File: src/rtl/dual_issue_scheduler_pkg.sv
// ISA field layout, opcode encodings and the per-instruction register-usage decode
// shared by the dual-issue scheduler and its pair hazard checker.
package dual_issue_scheduler_pkg;

   typedef enum logic [4:0] {
      OP_RTYPE = 5'b00000,
      OP_J     = 5'b00001,
      OP_BNE   = 5'b00010,
      OP_JAL   = 5'b00011,
      OP_JR    = 5'b00100,
      OP_ADDI  = 5'b00101,
      OP_BLT   = 5'b00110,
      OP_SW    = 5'b00111,
      OP_LW    = 5'b01000,
      OP_SETX  = 5'b10101,
      OP_BEX   = 5'b10110
   } opcode_e;

   localparam logic [4:0] ALUOP_MUL  = 5'b00110;
   localparam logic [4:0] ALUOP_DIV  = 5'b00111;
   localparam logic [4:0] REG_ZERO   = 5'd0;
   localparam logic [4:0] REG_STATUS = 5'd30;
   localparam logic [4:0] REG_RA     = 5'd31;

   localparam int unsigned OPC_LO = 27;
   localparam int unsigned RD_LO  = 22;
   localparam int unsigned RS_LO  = 17;
   localparam int unsigned RT_LO  = 12;
   localparam int unsigned ALU_LO = 2;

   typedef enum logic {
      ST_PAIR,
      ST_SECOND
   } sched_state_e;

   typedef struct packed {
      logic [4:0] src1;
      logic       src1_en;
      logic [4:0] src2;
      logic       src2_en;
      logic [4:0] dst1;
      logic       dst1_en;
      logic [4:0] dst2;
      logic       dst2_en;
      logic       is_ctrl;
      logic       is_muldiv;
      logic       is_mem;
      logic       is_store;
   } insn_info_t;

   function automatic insn_info_t decode_insn(input logic [31:0] insn,
                                              input logic [4:0]  mul_op,
                                              input logic [4:0]  div_op);
      insn_info_t info;
      logic [4:0] op, rd, rs, rt, alu;
      op  = insn[OPC_LO +: 5];
      rd  = insn[RD_LO  +: 5];
      rs  = insn[RS_LO  +: 5];
      rt  = insn[RT_LO  +: 5];
      alu = insn[ALU_LO +: 5];
      info = '0;
      case (op)
         OP_RTYPE: begin
            info.src1 = rs;  info.src1_en = 1'b1;
            info.src2 = rt;  info.src2_en = 1'b1;
            info.dst1 = rd;  info.dst1_en = 1'b1;
            if (alu == mul_op || alu == div_op) begin
               info.is_muldiv = 1'b1;
               info.dst2      = REG_STATUS;
               info.dst2_en   = 1'b1;
            end
         end
         OP_ADDI: begin
            info.src1 = rs;  info.src1_en = 1'b1;
            info.dst1 = rd;  info.dst1_en = 1'b1;
         end
         OP_LW: begin
            info.src1 = rs;  info.src1_en = 1'b1;
            info.dst1 = rd;  info.dst1_en = 1'b1;
            info.is_mem = 1'b1;
         end
         OP_SW: begin
            info.src1 = rs;  info.src1_en = 1'b1;
            info.src2 = rd;  info.src2_en = 1'b1;
            info.is_mem   = 1'b1;
            info.is_store = 1'b1;
         end
         OP_BNE, OP_BLT: begin
            info.src1 = rs;  info.src1_en = 1'b1;
            info.src2 = rd;  info.src2_en = 1'b1;
            info.is_ctrl = 1'b1;
         end
         OP_JR: begin
            info.src1 = rd;  info.src1_en = 1'b1;
            info.is_ctrl = 1'b1;
         end
         OP_J:    info.is_ctrl = 1'b1;
         OP_JAL: begin
            info.dst1 = REG_RA;  info.dst1_en = 1'b1;
            info.is_ctrl = 1'b1;
         end
         OP_BEX: begin
            info.src1 = REG_STATUS;  info.src1_en = 1'b1;
            info.is_ctrl = 1'b1;
         end
         OP_SETX: begin
            info.dst1 = REG_STATUS;  info.dst1_en = 1'b1;
         end
         default: ;
      endcase
      // r0 is hardwired, so a write to it can never create a dependence
      if (info.dst1 == REG_ZERO) info.dst1_en = 1'b0;
      return info;
   endfunction

endpackage

File: src/rtl/dual_issue_scheduler_pair_hazard_check.sv
// Combinational check of whether a fetched pair can co-issue or must be split.
import dual_issue_scheduler_pkg::*;

module pair_hazard_check #(
   parameter logic [4:0] MULDIV_ALUOP_MUL = ALUOP_MUL,
   parameter logic [4:0] MULDIV_ALUOP_DIV = ALUOP_DIV
) (
   input  logic [31:0] insn_a,
   input  logic [31:0] insn_b,
   input  logic        valid_a,
   input  logic        valid_b,
   output logic        split
);

   insn_info_t info_a, info_b;
   logic raw, waw, ctrl, structural, memory;

   function automatic logic a_writes(input insn_info_t a, input logic [4:0] r);
      return (a.dst1_en && a.dst1 == r) || (a.dst2_en && a.dst2 == r);
   endfunction

   always_comb begin
      info_a = decode_insn(insn_a, MULDIV_ALUOP_MUL, MULDIV_ALUOP_DIV);
      info_b = decode_insn(insn_b, MULDIV_ALUOP_MUL, MULDIV_ALUOP_DIV);
      raw = (info_b.src1_en && a_writes(info_a, info_b.src1)) ||
            (info_b.src2_en && a_writes(info_a, info_b.src2));
      waw = (info_b.dst1_en && a_writes(info_a, info_b.dst1)) ||
            (info_b.dst2_en && a_writes(info_a, info_b.dst2));
      ctrl       = info_a.is_ctrl;
      structural = info_a.is_muldiv && info_b.is_muldiv;
      memory     = info_a.is_mem && info_b.is_mem && (info_a.is_store || info_b.is_store);
      split = valid_a && valid_b && (raw || waw || ctrl || structural || memory);
   end

endmodule

File: src/rtl/dual_issue_scheduler.sv
// Dual-issue scheduler between F/D and D/X: co-issues a fetched pair or splits it
// over two cycles while holding fetch, and counts split events.
import dual_issue_scheduler_pkg::*;

module dual_issue_scheduler #(
   parameter logic [4:0]  MULDIV_ALUOP_MUL = 5'b00110,
   parameter logic [4:0]  MULDIV_ALUOP_DIV = 5'b00111,
   parameter int unsigned CNT_W            = 32
) (
   input  logic             clock,
   input  logic             reset,
   input  logic [31:0]      fd_insn_a,
   input  logic [31:0]      fd_insn_b,
   input  logic             fd_valid_a,
   input  logic             fd_valid_b,
   input  logic             dx_stall,
   input  logic             flush,
   output logic [31:0]      iss_insn_a,
   output logic             iss_valid_a,
   output logic [31:0]      iss_insn_b,
   output logic             iss_valid_b,
   output logic             fd_hold,
   output logic [CNT_W-1:0] split_count
);

   sched_state_e state;
   logic [31:0]  b_pend;
   logic         split;

   pair_hazard_check #(
      .MULDIV_ALUOP_MUL(MULDIV_ALUOP_MUL),
      .MULDIV_ALUOP_DIV(MULDIV_ALUOP_DIV)
   ) u_hazard (
      .insn_a  (fd_insn_a),
      .insn_b  (fd_insn_b),
      .valid_a (fd_valid_a),
      .valid_b (fd_valid_b),
      .split   (split)
   );

   // A stall holds fetch in either state; flush (and reset) always release it.
   always_comb begin
      fd_hold = !reset && !flush && (dx_stall || (state == ST_PAIR && split));
   end

   always_ff @(posedge clock) begin
      if (reset) begin
         state       <= ST_PAIR;
         iss_insn_a  <= '0;
         iss_valid_a <= 1'b0;
         iss_insn_b  <= '0;
         iss_valid_b <= 1'b0;
         b_pend      <= '0;
         split_count <= '0;
      end else if (flush) begin
         iss_valid_a <= 1'b0;
         iss_valid_b <= 1'b0;
         b_pend      <= '0;
         state       <= ST_PAIR;
      end else if (!dx_stall) begin
         case (state)
            ST_PAIR: begin
               iss_insn_a  <= fd_insn_a;
               iss_valid_a <= fd_valid_a;
               iss_insn_b  <= fd_insn_b;
               if (split) begin
                  iss_valid_b <= 1'b0;
                  b_pend      <= fd_insn_b;
                  state       <= ST_SECOND;
                  if (split_count != '1) split_count <= split_count + CNT_W'(1);
               end else begin
                  iss_valid_b <= fd_valid_b;
               end
            end
            ST_SECOND: begin
               iss_insn_a  <= b_pend;
               iss_valid_a <= 1'b1;
               iss_valid_b <= 1'b0;
               state       <= ST_PAIR;
            end
            default: state <= ST_PAIR;
         endcase
      end
   end

endmodule

File: config.mk
export PLATFORM = sky130hd
export DESIGN_NAME = dual_issue_scheduler
export DESIGN_NICKNAME = d
export VERILOG_FILES = /design/src/rtl/dual_issue_scheduler_pkg.sv /design/src/rtl/dual_issue_scheduler_pair_hazard_check.sv /design/src/rtl/dual_issue_scheduler.sv
export SDC_FILE = /design/constraint.sdc
export NUM_CORES = 1
export LEC_CHECK = 0
export ABC_CLOCK_PERIOD_IN_PS = 8900
export CAP_MARGIN = 15
export CORE_ASPECT_RATIO = 0.6
export CORE_MARGIN = 3
export CORE_UTILIZATION = 36
export CTS_CLUSTER_DIAMETER = 50
export CTS_CLUSTER_SIZE = 20
export DETAILED_ROUTE_END_ITERATION = 12
export DONT_BUFFER_PORTS = 1
export SKIP_CTS_REPAIR_TIMING = 1
export SLEW_MARGIN = 20
export SYNTH_ARGS = -nofsm -noshare
export SYNTH_HDL_FRONTEND = slang
export SYNTH_HIERARCHICAL = 1
export SYNTH_SLANG_ARGS = --single-unit
File: constraint.sdc
create_clock -name clock -period 8.9 [get_ports clock]
set_input_delay 1.78 -clock clock [delete_from_list [all_inputs] [get_ports clock]]
set_output_delay 1.78 -clock clock [all_outputs]
set_load 0.005 [all_outputs]
==> summary.txt, run 1 <==
Run status
  • Outcome: finished clean

Timing
  • Fin crit period: ~5.9 ns
  • Hold Violations, Final: 0
  • Final setup violating endpoints: 0
  • Max-slew headroom: 0.485
  • Slew Limit Fails: 0
  • Setup tns final: 0 ns
  • Fin crit share: 0.662
  • Slew @ Worst Pin: about 0.77 ns
  • Fmax: between 150 and 200 MHz
  • RSZ-0062 raised after global routing: no
  • PnR worst setup slack: around 3.0 ns
  • Worst clock skew: approximately 0.011 ns

Floorplan
  • Row count: 37
  • I/O pin cnt: between 150 and 200
  • Die height: between 100 and 150 um
  • DIE AREA: about 20000 um2
  • Die width: roughly 180 um
  • Initial Util: 0.373
  • Core area: ~17000 um2

Min path
  • Worst-case hold path end point: b_pend[24]
  • Min-Delay Path Class: reg2reg
  • Hold path depth: 2
  • Hold Startpoint: b_pend[24]

Critical path
  • Crit Path Max Fanout: 6
  • R2R setup slack: between 6 and 7 ns
  • WS Path Type: in2out
  • CP Data Required Time: 7.12 ns
  • Startpoint Class: input pin
  • Worst r2r dst: split_count[23]
  • Worst Path Arrival: ~4.1 ns
  • Critical Path Source: fd_insn_a[27]
  • Critical R2R Launch: state
  • Worst R2R Path Depth: 5
  • CP endpoint kind: primary output

Global routing
  • Total grt overflow: 0
  • Vias in the first global route: between 5000 and 6000
  • Antenna violations before repair: 0
  • Largest net degree at the start of global routing: a little over 100
  • GRT Overall Usage: 0.216
  • First-pass GRT wire length: 32300 um

Drt
  • Via count: a little under 6000
  • WL met2: 7990 um
  • M1 WL: 10900 um
  • WL met3: 2720 um
  • WL/cell: ~21 um
  • Highest Signal Layer: met4
  • DRC: 0
  • Drt pass-1 iters: 6
  • Final WL: roughly 22000 um
  • Antenna viol nets, final: 0
  • Avg Vias per Cell: 5.71
  • First DRT Iteration DRCs: 591

Placement
  • Post-DP HPWL: 15500 um
  • Final Wtd Congestion: between 0.9 and 1
  • Setup WS pre-CTS: ~3.1 ns
  • Placed cell area: 6610 um2
  • IO Port Bufs: 0

Logic synthesis
  • Largest area contributor in the netlist: dfxtp_1
  • Number of library cell types mapped by synthesis: 63
  • Ys flop type: dfxtp_1
  • Synthesized area: about 6500 um2
  • Number of synthesized flops with an enable pin: 0
  • Yosys reg bits: 131
  • Commonest cells in the synthesized netlist: nand2_1 (156), dfxtp_1 (131), a21oi_1 (101)
  • Mapped Cells: about 800
  • Synthesized area per cell: approximately 7.9 um2
  • Async SR Flop Fraction: 0
  • Synth area leaders: dfxtp_1 (40%), nand2_1 (9.0%), a21oi_1 (7.8%)
  • Yosys warns: 6
  • Seq/Total Area, Yosys: 0.405
  • Top-count cell post-synth: nand2_1
  • Synth top area share: 0.405
  • Syn Nets: 886

Finish
  • Layout cells sized above 1: 0.0814
  • Area Growth Syn to Fin: 11.2%
  • Fin nets: 857
  • Ant. Diodes: 0
  • Post-Layout Inst Area: between 7000 and 8000 um2
  • Layout Utilization: 0.415

Clock tree
  • CTS Buf Count: 17
  • Clock root buffer master: clkbuf_16
  • Htree depth: 4
  • Skew-Pair Late Insertion Delay: roughly 0.40 ns
  • Clock Sinks: 131
  • Clock Path Buffers: 2
  • Reg clk slew, reported paths: 0.06 ns
  • CTS tree: built

Power and ir drop
  • Leakage: roughly 0.0023 uW
  • Tot Pwr: 1430 uW
  • VDD IR max: 0.127 mV
  • PwrDens: between 150 and 200 nW/um2

Run
  • MaxCap Viol Count: 0
[critical path, stage by stage]
cell	delay, ns
nor4_4	0.42
nand4_1	0.35
a221oi_1	0.35
a32oi_1	0.13
o211ai_1	0.13
a21o_1	0.14
o211ai_1	0.11
a21oi_1	0.26
nor2b_1	0.24
nor2_1	0.08
nor2_1	0.12
[worst max-delay path by stage]
stage / endpoint / slack [ns] / depth (start not counted)
after floorplan: fd_hold / 3.40 / 12
after global routing: fd_hold / 2.87 / 11
after global placement: fd_hold / 3.11 / 11
final: fd_hold / 3.01 / 11
after CTS: fd_hold / 3.07 / 11
after detailed placement: split_count[21] / 3.07 / 13
[cell type report]
class | instances | area [um2]
Multi-Input combinational cell | 621 | 3610
Tap cell | 234 | 293
Clock inverter | 13 | 138
Fill cell | 1745 | 10200
Sequential cell | 131 | 2620
Inverter | 7 | 26.3
Clock buffer | 19 | 453
Timing Repair Buffer | 8 | 60.1
[through the flow]
stage               instances  hold WS (ns)
floorplan                 815         0.436
global placement         1001         0.442
detailed placement       1001         0.448
CTS                      1033         0.458
global route             1033         0.477
finish                   1033         0.453
[cells by family (layout without fill, tap and decap cells)]
family	Yosys count	count (layout)	share of synthesized area
adder cells (fa/ha/maj)	2	2	0.00348
XOR/XNOR	18	18	0.0243
flip-flops	131	131	0.405
buffers and inverters	63	47	0.0406
AND/OR/NAND/NOR	358	358	0.272
AO/OA/AOI/OAI	206	206	0.197
multiplexers	37	37	0.0580
[cell usage in the layout (no fill, tap or decap), types with 16 or more instances in the layout]
master	n
nand4_1	16
clkbuf_16	17
nor2_1	75
or3_1	16
a21oi_1	101
o21ai_0	21
mux2i_1	33
a211oi_1	40
nand2_1	156
dfxtp_1	130
xnor2_1	17
[routing by layer]
layer,GRT usage,up-vias
met4,0.0391,0
met1,0.343,2757
met3,0.0849,9
li1,-,2864
met2,0.263,268
met5,0,-
[state kept, by name, indices dropped and copies added, names as in the netlist]
name and cells:
iss_insn_a 32, iss_insn_b 32, b_pend 32, state 1, split_count 32, iss_valid_b 1
iss_valid_a 1
[power breakdown]
group | switching [uW] | total (uW) | internal, uW | leakage [uW]
clock network | 297 | 707 | 410 | 0.000291
registers | 16.8 | 622 | 605 | 0.00107
logic | 56.5 | 96.7 | 40.2 | 0.000911
Note: power is estimated with default switching activity, not from simulation.
==> inputs of run 2 (changes only) <==
- ABC_CLOCK_PERIOD_IN_PS: 8900 -> 5800
- clock period: 8.9 -> 5.8 ns (I/O delays scaled with it)
==> summary.txt, run 2 (synthesis gave the netlist of run 1 again) <==
Min path
  • Min-Delay Path Class: reg2reg
  • Hold Startpoint: b_pend[31]

Floorplan
  • Core area: 17400 um2 (unchanged)
  • DIE AREA: 19700 um2 (unchanged)
  • Die width: 179 um (unchanged)
  • Die height: 110 um (unchanged)
  • Initial Util: 0.373 (unchanged)
  • Row count: 37 (unchanged)
  • I/O pin cnt: 169 (unchanged)

Timing
  • Fmax: 210 MHz
  • Worst clock skew: 0.0124 ns (+0.00134 ns)
  • Slew Limit Fails: 0 (unchanged)
  • Fin crit share: 0.822
  • Setup tns final: 0 ns (unchanged)
  • Slew @ Worst Pin: 0.828 ns (+0.0564 ns)
  • Hold Violations, Final: 0 (unchanged)
  • RSZ-0062 raised after global routing: no
  • Final setup violating endpoints: 0 (unchanged)
  • Max-slew headroom: 0.445 (-0.0406)
  • Fin crit period: 4.77 ns

Clock tree
  • Clock root buffer master: clkbuf_16
  • Htree depth: 4 (unchanged)
  • Clock Sinks: 131 (unchanged)
  • CTS tree: built
  • CTS Buf Count: 17 (unchanged)
  • Reg clk slew, reported paths: 0.06 ns (about the same)
  • Skew-Pair Late Insertion Delay: 0.41 ns (about the same)
  • Clock Path Buffers: 2 (unchanged)

Critical path
  • CP Data Required Time: 4.64 ns (-2.48 ns)
  • CP endpoint kind: primary output
  • Worst Path Arrival: 3.61 ns (-0.50 ns)
  • Critical R2R Launch: split_count[8]
  • Critical Path Source: fd_insn_a[27]
  • WS Path Type: in2out
  • Startpoint Class: input pin
  • Crit Path Max Fanout: 6 (unchanged)

Finish
  • Fillers: 1771 (+1.5%)
  • Fin nets: 858 (+0.12%)
  • Area Growth Syn to Fin: 11.6%
  • Ant. Diodes: 0 (unchanged)
  • Post-Layout Inst Area: 7230 um2 (+0.37%)
  • Most frequent cells in the layout: nand2_1 (156), dfxtp_1 (130), a21oi_1 (101)
  • Layout cells sized above 1: 0.0789 (-0.00240)
  • Leading cell type in the layout, fill and taps excluded: nand2_1

Drt
  • WL/cell: 20.5 um (-2.5%)
  • Final WL: 21200 um (-2.5%)
  • First DRT Iteration DRCs: 527 (-11%)
  • Drt pass-1 iters: 7 (+1)
  • Via count: 5845 (-0.90%)
  • Antenna viol nets, final: 0 (unchanged)
  • Avg Vias per Cell: 5.66 (-0.80%)
  • DRC: 0 (unchanged)

Run status
  • Outcome: finished clean

Power and ir drop
  • PwrDens: 308 nW/um2 (+56%)
  • Leakage: 0.00228 uW (+0.49%)
  • VDD IR max: 0.166 mV (+31%)

Global routing
  • Vias in the first global route: 5254 (unchanged)
  • First-pass GRT wire length: 32000 um (-0.90%)
  • Largest net degree at the start of global routing: 102 (unchanged)
  • Antenna violations before repair: 0 (unchanged)
  • GRT Overall Usage: 0.212 (-0.00342)
  • Total grt overflow: 0 (unchanged)

Run
  • MaxCap Viol Count: 0 (unchanged)

Placement
  • Placed cell area: 6620 um2 (+0.11%)
  • Final Wtd Congestion: 0.932 (about the same)
  • IO Port Bufs: 0 (unchanged)
  • Post-DP HPWL: 15300 um (-1.3%)
run 2: area by class of cell:
| type | count | area, um2 | area share |
|---|---|---|---|
| sequential | 131 | 2620 | 0.363 |
| timing repair buffer | 9 | 67.6 | 0.00935 |
| clock inverter | 8 | 125 | 0.0173 |
| tap | 234 | 293 | 0.0405 |
| inverter | 7 | 26.3 | 0.00364 |
| clock buffer | 22 | 484 | 0.0670 |
| multi-input combinational | 621 | 3610 | 0.499 |
run 2: path summary, 6_finish.rpt:
check	end	slack [ns]	cells past startpoint
worst max-delay path	fd_hold	1.03	11
worst min-delay path	b_pend[31]	0.45	2
worst max register to register	split_count[20]	3.24	5
worst min register to register	b_pend[31]	0.45	2
run 2: power breakdown:
group          internal [uW]  switching [uW]
Sequential               929            23.9
Clock                    718             405
Combinational           62.0            86.6
run 2: critical path, stage by stage:
cell and delay (ns):
nor4_4 0.46, nand4_1 0.39, a221oi_1 0.36, a32oi_1 0.10, o211ai_1 0.12, a21o_1 0.13, o211ai_1 0.10, a21oi_1 0.25
nor2b_1 0.25, nor2_1 0.08, nor2_1 0.20
run 2: metal layers:
metal,GRT usage,vias to the layer above,part of all wire
li1,-,2854,-
met1,0.327,2704,0.50
met2,0.262,276,0.36
met3,0.0945,11,0.13
met4,0.0419,0,0.0066
met5,0,-,0
run 2: per-stage QoR:
| stage | instances | total power, uW | utilization | setup slack (ns) | hold WS (ns) |
|---|---|---|---|---|---|
| floorplan | 815 | 1100 | - | 1.40 | 0.436 |
| global placement | 1002 | 1120 | 0.381 | 0.824 | 0.444 |
| detailed placement | 1002 | 1120 | 0.381 | 0.712 | 0.448 |
| CTS | 1032 | 2250 | 0.416 | 1.07 | 0.456 |
| global route | 1032 | 2310 | 0.416 | 0.765 | 0.478 |
| finish | 1032 | 2220 | 0.416 | 1.03 | 0.454 |
